--- src/rtl/cpu_ctrl_pkg.sv ---
`default_nettype none
// ============================================================================
//  Module   : cpu_ctrl_pkg
//  Purpose  : Shared types and constants for the CPU run controller.
//             Holds the run-state encoding, the halt instruction encoding
//             and the default cycle-counter width.
//  Revision : 1.0 - initial release
// ============================================================================
package cpu_ctrl_pkg;

    localparam int          CNT_W_DEFAULT = 16;
    localparam logic [31:0] HALT_ECALL    = 32'h0000_0073;

    typedef enum logic [2:0] {
        IDLE    = 3'd0,
        LOAD    = 3'd1,
        RST_CPU = 3'd2,
        RUN     = 3'd3,
        DONE    = 3'd4
    } run_state_t;

endpackage
`default_nettype wire

--- src/rtl/imem_loader.sv ---
`default_nettype none
// ============================================================================
//  Module   : imem_loader
//  Purpose  : Program-streaming front end for the instruction memory.
//             Owns the write pointer, the valid/ready handshake, overflow
//             detection and the end-of-program indication.
//  Ports    : clk, rst         - clock / synchronous active-high reset
//             enable           - controller is able to take program words
//             in_program       - continue the current program at the pointer;
//                                when low an accepted word starts a new
//                                program at address 0
//             load_valid/data/last, load_ready - host handshake
//             imem_we/waddr/wdata              - imem write port
//             accept           - a word is taken this cycle
//             load_end         - accepted word closes the program
//             load_ovf         - sticky: last program ran past the top
//  Revision : 1.0 - initial release
// ============================================================================
module imem_loader #(
    parameter int ADDR_W = 8
) (
    input  logic              clk,
    input  logic              rst,
    input  logic              enable,
    input  logic              in_program,
    input  logic              load_valid,
    input  logic [31:0]       load_data,
    input  logic              load_last,
    output logic              load_ready,
    output logic              imem_we,
    output logic [ADDR_W-1:0] imem_waddr,
    output logic [31:0]       imem_wdata,
    output logic              accept,
    output logic              load_end,
    output logic              load_ovf
);

    logic [ADDR_W-1:0] r_ptr;
    logic              r_ovf;
    logic [ADDR_W-1:0] w_addr;
    logic              w_at_top;
    logic              w_ovf;

    // A word arriving outside LOAD always begins a fresh program at 0.
    assign w_addr   = in_program ? r_ptr : '0;
    assign w_at_top = &w_addr;

    assign load_ready = enable;
    assign accept     = load_valid & enable;
    assign imem_we    = accept;
    assign imem_waddr = w_addr;
    assign imem_wdata = load_data;

    // Filling the top word without seeing load_last closes the program
    // instead of wrapping over address 0.
    assign w_ovf    = accept & ~load_last & w_at_top;
    assign load_end = accept & (load_last | w_at_top);
    assign load_ovf = r_ovf;

    always_ff @(posedge clk) begin
        if (rst) begin
            r_ptr <= '0;
            r_ovf <= 1'b0;
        end else if (accept) begin
            // Wraps to 0 after the top word; harmless because the next
            // program restarts at 0 regardless of the pointer.
            r_ptr <= w_addr + ADDR_W'(1);
            if (w_ovf)
                r_ovf <= 1'b1;
            else if (!in_program)
                r_ovf <= 1'b0;
        end
    end

endmodule
`default_nettype wire

--- src/rtl/cpu_run_ctrl.sv ---
`default_nettype none
// ============================================================================
//  Module   : cpu_run_ctrl
//  Purpose  : Bring-up / regression run controller for the single-cycle CPU.
//             Streams a program into imem with the CPU held in reset, then
//             pulses the CPU reset, runs until a halt instruction or a cycle
//             limit, freezes the CPU and latches the result and cycle count.
//  Ports    : clk, rst                        - clock / sync active-high reset
//             load_valid/data/last, load_ready - program stream from host
//             start, cycle_limit               - run request (limit 0 = none)
//             imem_we/waddr/wdata              - imem write port
//             cpu_rst, cpu_instr, cpu_result   - CPU control and observation
//             busy, done, timeout, load_ovf    - status
//             run_cycles, final_result         - results of the last run
//  Revision : 1.0 - initial release
// ============================================================================
module cpu_run_ctrl
    import cpu_ctrl_pkg::*;
#(
    parameter int          ADDR_W     = 8,
    parameter int          CNT_W      = CNT_W_DEFAULT,
    parameter int          RST_CYCLES = 2,
    parameter logic [31:0] HALT_INSN  = HALT_ECALL
) (
    input  logic              clk,
    input  logic              rst,
    input  logic              load_valid,
    input  logic [31:0]       load_data,
    input  logic              load_last,
    output logic              load_ready,
    input  logic              start,
    input  logic [CNT_W-1:0]  cycle_limit,
    output logic              imem_we,
    output logic [ADDR_W-1:0] imem_waddr,
    output logic [31:0]       imem_wdata,
    output logic              cpu_rst,
    input  logic [31:0]       cpu_instr,
    input  logic [31:0]       cpu_result,
    output logic              busy,
    output logic              done,
    output logic              timeout,
    output logic              load_ovf,
    output logic [CNT_W-1:0]  run_cycles,
    output logic [31:0]       final_result
);

    localparam int                c_RC_W     = (RST_CYCLES > 1) ? $clog2(RST_CYCLES) : 1;
    localparam logic [c_RC_W-1:0] c_RST_LAST = c_RC_W'(RST_CYCLES - 1);

    run_state_t        r_state;
    run_state_t        w_state_nxt;
    logic              r_loaded;
    logic [c_RC_W-1:0] r_rst_cnt;
    logic [CNT_W-1:0]  r_cnt;
    logic [CNT_W-1:0]  r_limit;
    logic              r_timeout;
    logic [CNT_W-1:0]  r_run_cycles;
    logic [31:0]       r_final_result;

    logic              w_enable;
    logic              w_in_program;
    logic              w_accept;
    logic              w_load_end;
    logic              w_start_run;
    logic              w_run_exit;
    logic              w_halt;
    logic [CNT_W-1:0]  w_n;

    // Decoded straight from the state register so the loader handshake
    // never depends on the next-state logic that consumes it.
    assign w_enable     = (r_state == IDLE) || (r_state == LOAD) || (r_state == DONE);
    assign w_in_program = (r_state == LOAD);

    imem_loader #(
        .ADDR_W (ADDR_W)
    ) u_loader (
        .clk        (clk),
        .rst        (rst),
        .enable     (w_enable),
        .in_program (w_in_program),
        .load_valid (load_valid),
        .load_data  (load_data),
        .load_last  (load_last),
        .load_ready (load_ready),
        .imem_we    (imem_we),
        .imem_waddr (imem_waddr),
        .imem_wdata (imem_wdata),
        .accept     (w_accept),
        .load_end   (w_load_end),
        .load_ovf   (load_ovf)
    );

    // Cycle number of the current RUN cycle; sticks at all-ones so an
    // unlimited run cannot wrap.
    assign w_n = (&r_cnt) ? r_cnt : r_cnt + CNT_W'(1);

    always_ff @(posedge clk) begin
        if (rst)
            r_state <= IDLE;
        else
            r_state <= w_state_nxt;
    end

    always_comb begin
        w_state_nxt = r_state;
        w_start_run = 1'b0;
        w_run_exit  = 1'b0;
        w_halt      = 1'b0;
        case (r_state)
            IDLE, DONE: begin
                // A load beat takes precedence over a same-cycle start.
                if (w_load_end)
                    w_state_nxt = IDLE;
                else if (w_accept)
                    w_state_nxt = LOAD;
                else if (start && r_loaded) begin
                    w_state_nxt = RST_CPU;
                    w_start_run = 1'b1;
                end
            end
            LOAD: begin
                if (w_load_end)
                    w_state_nxt = IDLE;
            end
            RST_CPU: begin
                if (r_rst_cnt == c_RST_LAST)
                    w_state_nxt = RUN;
            end
            RUN: begin
                if (cpu_instr == HALT_INSN) begin
                    w_state_nxt = DONE;
                    w_run_exit  = 1'b1;
                    w_halt      = 1'b1;
                end else if ((r_limit != '0) && (w_n == r_limit)) begin
                    w_state_nxt = DONE;
                    w_run_exit  = 1'b1;
                end
            end
            default: w_state_nxt = IDLE;
        endcase
    end

    always_ff @(posedge clk) begin
        if (rst) begin
            r_loaded       <= 1'b0;
            r_rst_cnt      <= '0;
            r_cnt          <= '0;
            r_limit        <= '0;
            r_timeout      <= 1'b0;
            r_run_cycles   <= '0;
            r_final_result <= '0;
        end else begin
            // Any accepted word reopens the program; only its closing word
            // marks it runnable again.
            if (w_accept)
                r_loaded <= w_load_end;

            if (w_start_run) begin
                r_limit   <= cycle_limit;
                r_cnt     <= '0;
                r_timeout <= 1'b0;
                r_rst_cnt <= '0;
            end

            if (r_state == RST_CPU)
                r_rst_cnt <= r_rst_cnt + c_RC_W'(1);

            if (r_state == RUN) begin
                r_cnt <= w_n;
                if (w_run_exit) begin
                    r_run_cycles   <= w_n;
                    r_final_result <= cpu_result;
                    r_timeout      <= ~w_halt;
                end
            end
        end
    end

    assign cpu_rst      = (r_state != RUN);
    assign busy         = (r_state == LOAD) || (r_state == RST_CPU) || (r_state == RUN);
    assign done         = (r_state == DONE);
    assign timeout      = r_timeout;
    assign run_cycles   = r_run_cycles;
    assign final_result = r_final_result;

endmodule
`default_nettype wire
--- config.mk ---
export PLATFORM = sky130hd
export DESIGN_NAME = cpu_run_ctrl
export DESIGN_NICKNAME = d
export VERILOG_FILES = /design/src/rtl/cpu_ctrl_pkg.sv /design/src/rtl/imem_loader.sv /design/src/rtl/cpu_run_ctrl.sv
export SDC_FILE = /design/constraint.sdc
export NUM_CORES = 1
export LEC_CHECK = 0
export CORE_MARGIN = 1
export CORE_UTILIZATION = 39
export DETAILED_ROUTE_END_ITERATION = 8
export PLACE_DENSITY = 0.71
export SETUP_SLACK_MARGIN = 0.3
export SYNTH_ARGS = -nofsm -noshare
export SYNTH_HDL_FRONTEND = slang
export SYNTH_SLANG_ARGS = --single-unit
--- constraint.sdc ---
create_clock -name clk -period 2.8 [get_ports clk]
set_input_delay 0.42 -clock clk [delete_from_list [all_inputs] [get_ports clk]]
set_output_delay 0.42 -clock clk [all_outputs]
set_load 0.01 [all_outputs]
Yosys cells after proc, flatten, opt, wreduce, memory -nomap -nowiden
Cells that the tools add are included.
{"block": "word_totals", "ff_bits": 95, "in_bits": 117, "output_inout_bits": 95, "wordCells": 76}
{"block": "op_classes", "add_sub_neg": 3, "eq_ne": 12, "n_mux": 28, "bitwise": 7, "reduce_logical": 16}
{"op": "2-to-1 mux 16 bit", "count": 3}
{"op": "equality test 32 x 7 -> 1 bit, second input constant", "count": 1}
{"op": "2-to-1 mux 3 bit", "count": 7}
{"op": "adder 16 x 1 -> 16 bit, second input constant", "count": 1}
{"op": "equality test 16 bit", "count": 1}
{"op": "2-to-1 mux 1 bit", "count": 16}
{"op": "AND reduction 16 bit", "count": 1}
{"op": "nonzero test 16 bit", "count": 1}
{"op": "one-hot mux 3 bit (4 select lines)", "count": 1}
{"op": "adder 8 x 1 -> 8 bit, second input constant", "count": 1}
{"op": "2-to-1 mux 8 bit", "count": 1}
{"op": "AND reduction 8 bit", "count": 1}
{"op": "equality test 3 x 2 -> 1 bit, second input constant", "count": 2}
{"op": "!= test 2 bit, second input constant", "count": 3}
{"op": "AND 1 bit", "count": 4}
{"op": "logical OR 1 bit", "count": 4}
{"op": "!= test 4 x 3 -> 1 bit, second input constant", "count": 1}
{"op": "AND reduction 2 bit", "count": 2}
{"op": "AND reduction 4 bit", "count": 1}
{"op": "nonzero test 2 bit", "count": 2}
{"op": "equality test 3 x 1 -> 1 bit, second input constant", "count": 1}
{"op": "equality test 3 bit, second input constant", "count": 1}
{"op": "zero test 3 bit", "count": 1}
{"op": "!= test 3 x 2 -> 1 bit, second input constant", "count": 1}
{"op": "6 further kinds", "count": 8}

Longest topological paths before layout
{"block": "logic_depth", "word_depth": 10, "ltp_mapped": 13, "ltp_nobuf": 9}

Cells and area by module
From an unflattened synthesis, not the netlist that was laid out.
{"block": "unflattened", "hier_cells": 826, "area_unflattened_um2": 6082.1}
{"module": "cpu_run_ctrl", "n_inst": 1, "cells_per_inst": 726, "area_per_inst_um2": 5307.6, "seq_area_each_um2": 1721.7}
{"module": "imem_loader", "n_inst": 1, "cells_per_inst": 100, "area_per_inst_um2": 774.5, "seq_area_each_um2": 180.2}

Worst setup path before layout
Ideal clock, no wire load.
{"block": "synth_path", "path_kind": "reg-to-reg", "from": "reg r_cnt[0]", "to": "reg r_run_cycles[3] (netlist: run_cycles[3])", "setup_ns": 0.120, "arrival_time_ns": 2.943, "path_slack_ns": -0.263, "path_stages_with_launch": 12, "synth_period_minus_slack_ns": 3.063, "cell_sequence": "dfxtp_1 -> ha_1 -> nand3_4 -> buf_6 -> o41a_1 -> a221o_1 -> a2111o_1 -> nor4_4 -> buf_6 -> buf_8 -> nor4b_1 -> a211o_1"}
{"block": "synth_via", "elab_chain_len": 8, "word_cells_on_any_way": 9}
{"item": "start: declaration", "line": "cpu_run_ctrl.sv:54", "source": "logic [CNT_W-1:0] r_cnt;"}
{"item": "start signal: assignment", "line": "cpu_run_ctrl.sv:169", "source": "r_cnt <= w_n;"}
{"item": "adder 16 x 1 -> 16 bit / AND reduction 16 bit (equally long branches)", "line": "cpu_run_ctrl.sv:95", "source": "assign w_n = (&r_cnt) ? r_cnt : r_cnt + CNT_W'(1);"}
{"item": "2-to-1 mux 16 bit (*)", "line": "cpu_run_ctrl.sv:95"}
{"item": "equality test 16 bit", "line": "cpu_run_ctrl.sv:134", "source": "end else if ((r_limit != '0) && (w_n == r_limit)) begin"}
{"item": "logical AND 1 bit", "line": "cpu_run_ctrl.sv:134"}
{"item": "2-to-1 mux 1 bit", "line": "cpu_run_ctrl.sv:134"}
{"item": "2-to-1 mux 1 bit", "line": "cpu_run_ctrl.sv:130", "source": "if (cpu_instr == HALT_INSN) begin"}
{"item": "2-to-1 mux 1 bit", "line": "cpu_run_ctrl.sv:109", "source": "case (r_state)"}
{"item": "AND reduction 2 bit (no source line)"}
{"item": "end signal: assignment", "line": "cpu_run_ctrl.sv:171", "source": "r_run_cycles <= w_n;"}
{"item": "end: declaration", "line": "cpu_run_ctrl.sv:57", "source": "logic [CNT_W-1:0] r_run_cycles;"}
Every way passes the cells marked *; elsewhere a longest branch is shown, timed or not.
A chain may end at the register's enable or synchronous reset.

Worst setup path in the final report
{"block": "layout_path", "from": "reg r_cnt[1]", "to": "reg r_run_cycles[3] (netlist: run_cycles[3])"}
Same word-level chain as after synthesis.

==> summary.txt <==
Cells and area
  • Share of post-route cells with drive strength above 1: 0.223
  • N_diodes: 0
  • Non-Filler Instances: ~1200
  • Commonest non-fill, non-tap cell in the layout: clkdlybuf4s50_1
  • Register Area: about 1900 um^2
  • Area Overhead vs Synth: 46.7%
  • Commonest non-fill, non-tap cells in the layout: clkdlybuf4s50_1, nand2_1, buf_4, dfxtp_1, a21oi_1
  • Number of fill cells: ~1400
  • Nets@finish: ~1100
  • Multi-input gate area: 3780 um^2
  • End-of-flow core utilization: 0.584

Logic synthesis
  • Post-Syn Instances: between 700 and 800
  • Ys Warns: 0
  • Yosys reg bits: between 90 and 100
  • Synth cell types: 74
  • Post-synthesis sequential area ratio: 0.314
  • Net Count, Synth: 896
  • Synth Flop Type: dfxtp_1
  • Post-synth EDFFs: 0
  • Avg Synthesized Cell Area: slightly below 8 um^2
  • Async set-reset flop share out of synthesis: 0
  • Area leader, netlist: dfxtp_1
  • Synth Cell Area: 6060 um^2
  • Synth area leaders: dfxtp_1, nand2_1, a2bb2oi_1
  • Post-synth top area share: 0.314

Placement
  • Gpl congestion: 0.968
  • Inst Count DP: 1134
  • HPWL after DPL: 14600 um
  • I/O Buffers: 147

Setup path
  • Most frequent CP cell: buf_4
  • Crit-path cells: ha_4 -> nand3_4 -> o41a_1 -> buf_4 -> a221o_1 -> a2111o_1 -> nor4_4 -> buf_4 -> clkbuf_16 -> nor4b_1 -> a211o_1
  • Type of the worst setup path: reg -> reg
  • Slowest cell on the critical path: a2111o_1
  • R2r setup slk: -0.18 ns
  • Critical R2R Launch: r_cnt[1]
  • Crit path DAT: roughly 3.2 ns
  • R2R depth: 11
  • Top delay family on crit path: compound AO/OA/AOI/OAI gates
  • CP Capture Type: flip-flop
  • Worst EP required: about 3.1 ns
  • Largest stage delay, worst path: 0.44 ns
  • Crit path launch type: flip-flop
  • Reg-to-Reg End: run_cycles[3]
  • Maximum fanout along the worst path: 7
  • Buf/Inv on CP: 3

Floorplanning
  • Core area: ~15000 um^2
  • Row cnt: 45
  • DIE HEIGHT: ~130 um
  • Die Area: ~16000 um^2
  • Starting density of the core: 0.398
  • Boundary Pins: 212
  • Die width: around 130 um

Clock tree
  • Insertion delay to the later sink of the worst-skew pair: 0.36 ns
  • Clk buf depth: 2
  • CTS Hold Bufs: 0
  • CTS Sinks: 95
  • TritonCTS clock tree: yes
  • Reg clk slew, reported paths: around 0.070 ns
  • Htree depth: 3
  • CTS Buf Count: 9
  • Root Driver: clkbuf_16

Global route
  • First-pass GRT wire length: between 30000 and 40000 um
  • Gr ovfl total: 0
  • Total track usage: 0.247
  • Vias in the first global route: 6068
  • Initial antenna violation count: 0
  • Largest net degree at the start of global routing: between 90 and 100

Detailed routing
  • DRT iter0 DRCs: 411
  • DRT antenna net count: 0
  • DR DRC count: 0
  • Vias per cell: about 5.7
  • Drt wl/cell: ~17 um
  • 1st-pass router iterations: 5
  • WL final: 20000 um
  • Vias after detailed routing: between 6000 and 7000

Worst hold path
  • Hold EP: r_cnt[4]
  • Startpoint of the worst hold path: rst
  • Hold depth: 3
  • Min-delay worst type: in -> reg

Timing
  • Worst Hold Slack: about 0.47 ns
  • Highest Clock Rate: ~340 MHz
  • RSZ-0062 raised after global routing: true
  • Worst slew pin tran: 0.459 ns
  • Final setup viols: 52
  • Fin worst setup slack: -0.182 ns
  • Clock skew: 0.00969 ns
  • Tmin final: 2.98 ns
  • Slew headroom: 0.686
  • Slew Limit Fails: 0
  • Final period util: 1.06
  • Final hold vios: 0

Flow run
  • Max Cap Viol: 0

Run status
  • Status: finished, violations left
  • Failing checks: negative setup slack

Pwr
  • P_leak: between 3 and 4 nW
  • Peak supply drop: approximately 0.36 mV
  • PwrDens: around 310 nW/um^2
==> report_power, final <==
group          total, mW  internal, mW  switching, mW  leakage (nW)
Combinational      0.240         0.143         0.0970          2.58
Clock               1.16         0.604          0.561         0.128
Sequential          1.36          1.35         0.0103         0.777
==> cell type report <==
| type | instances | share of cell area |
|---|---|---|
| Clock buffer | 11 | 0.0262 |
| Clock inverter | 5 | 0.00380 |
| Inverter | 14 | 0.00592 |
| Multi-Input combinational cell | 569 | 0.426 |
| Sequential cell | 95 | 0.219 |
| Tap cell | 188 | 0.0265 |
| Timing Repair Buffer | 278 | 0.293 |
==> layer usage <==
metal	part of all wire	vias up	global-route usage	routed length, um
li1	-	3236	-	-
met1	0.46	3086	0.318	9180
met2	0.46	191	0.408	9200
met3	0.054	43	0.0396	1080
met4	0.028	0	0.106	568
met5	0	-	0	0
==> registers in the layout, summed over array words and instances (netlist names) <==
| signal | count |
|---|---|
| final_result | 32 |
| r_cnt | 16 |
| r_limit | 16 |
| r_loaded | 1 |
| r_rst_cnt | 1 |
| r_state | 3 |
| run_cycles | 16 |
| timeout | 1 |
| u_loader.load_ovf | 1 |
| u_loader.r_ptr | 8 |
==> synthesized netlist by cell type, types with 6 or more instances <==
cell type	instances
a21oi_1	46
nand2_1	145
clkbuf_1	45
a211oi_1	6
nand3_1	29
o311ai_0	19
and2_1	13
a32oi_1	7
nand4_1	10
o311ai_1	20
xor2_1	6
inv_1	11
o21ai_0	16
nor3_1	12
nor2_1	44
a31oi_1	6
dfxtp_1	95
nor3b_1	7
buf_4	35
xnor2_1	11
and3_1	39
buf_2	12
a2bb2oi_1	36
nor4_1	19
==> stage by stage <==
step	area (um^2)	power, mW	setup TNS (ns)	setup slack [ns]
2_1_floorplan	6260	1.52	0	0.0740
3_3_place_gp	8330	1.63	-4.88	-0.186
3_5_place_dp	8330	1.63	-6.10	-0.192
4_1_cts	8790	2.78	-0.766	-0.104
5_1_grt	8880	2.87	-9.74	-0.266
6_report	8880	2.77	-4.73	-0.182
==> worst min-delay path, delay by kind of cell <==
| family | cells | cell delay, ns |
|---|---|---|
| buf+inv | 2 | 0.20 |
| simple gates | 1 | 0.16 |
==> cell families (layout without fill, tap and decap cells) <==
logic type,Yosys count,after routing,share of synthesized area
AOI/OAI and AO/OA,193,193,0.246
xor gates and xnor gates,18,18,0.0283
adders and majority gates,2,2,0.00413
buffers and inverters,113,308,0.102
DFF,95,95,0.314
muxes,3,3,0.00496
and+or+nand+nor,353,353,0.301
==> repair_timing <==
action	4_1_cts	5_1_grt
hold endpoints to repair	0	0
buffers inserted	6	2
endpoints found under the setup margin	52	58
gates resized for setup	41	10
cloned	0	2
pin swaps	6	9
==> worst max-delay path by stage <==
stage	start	end	slack, ns	cells after the start
floorplan	r_cnt[0]	run_cycles[3]	0.07	11
global placement	r_cnt[6]	run_cycles[8]	-0.19	10
detailed placement	r_cnt[5]	run_cycles[8]	-0.19	10
CTS	r_cnt[4]	run_cycles[10]	-0.10	10
global route	r_cnt[1]	run_cycles[3]	-0.27	12
finish	r_cnt[1]	run_cycles[3]	-0.18	11
(Power assumes the default switching activity.)
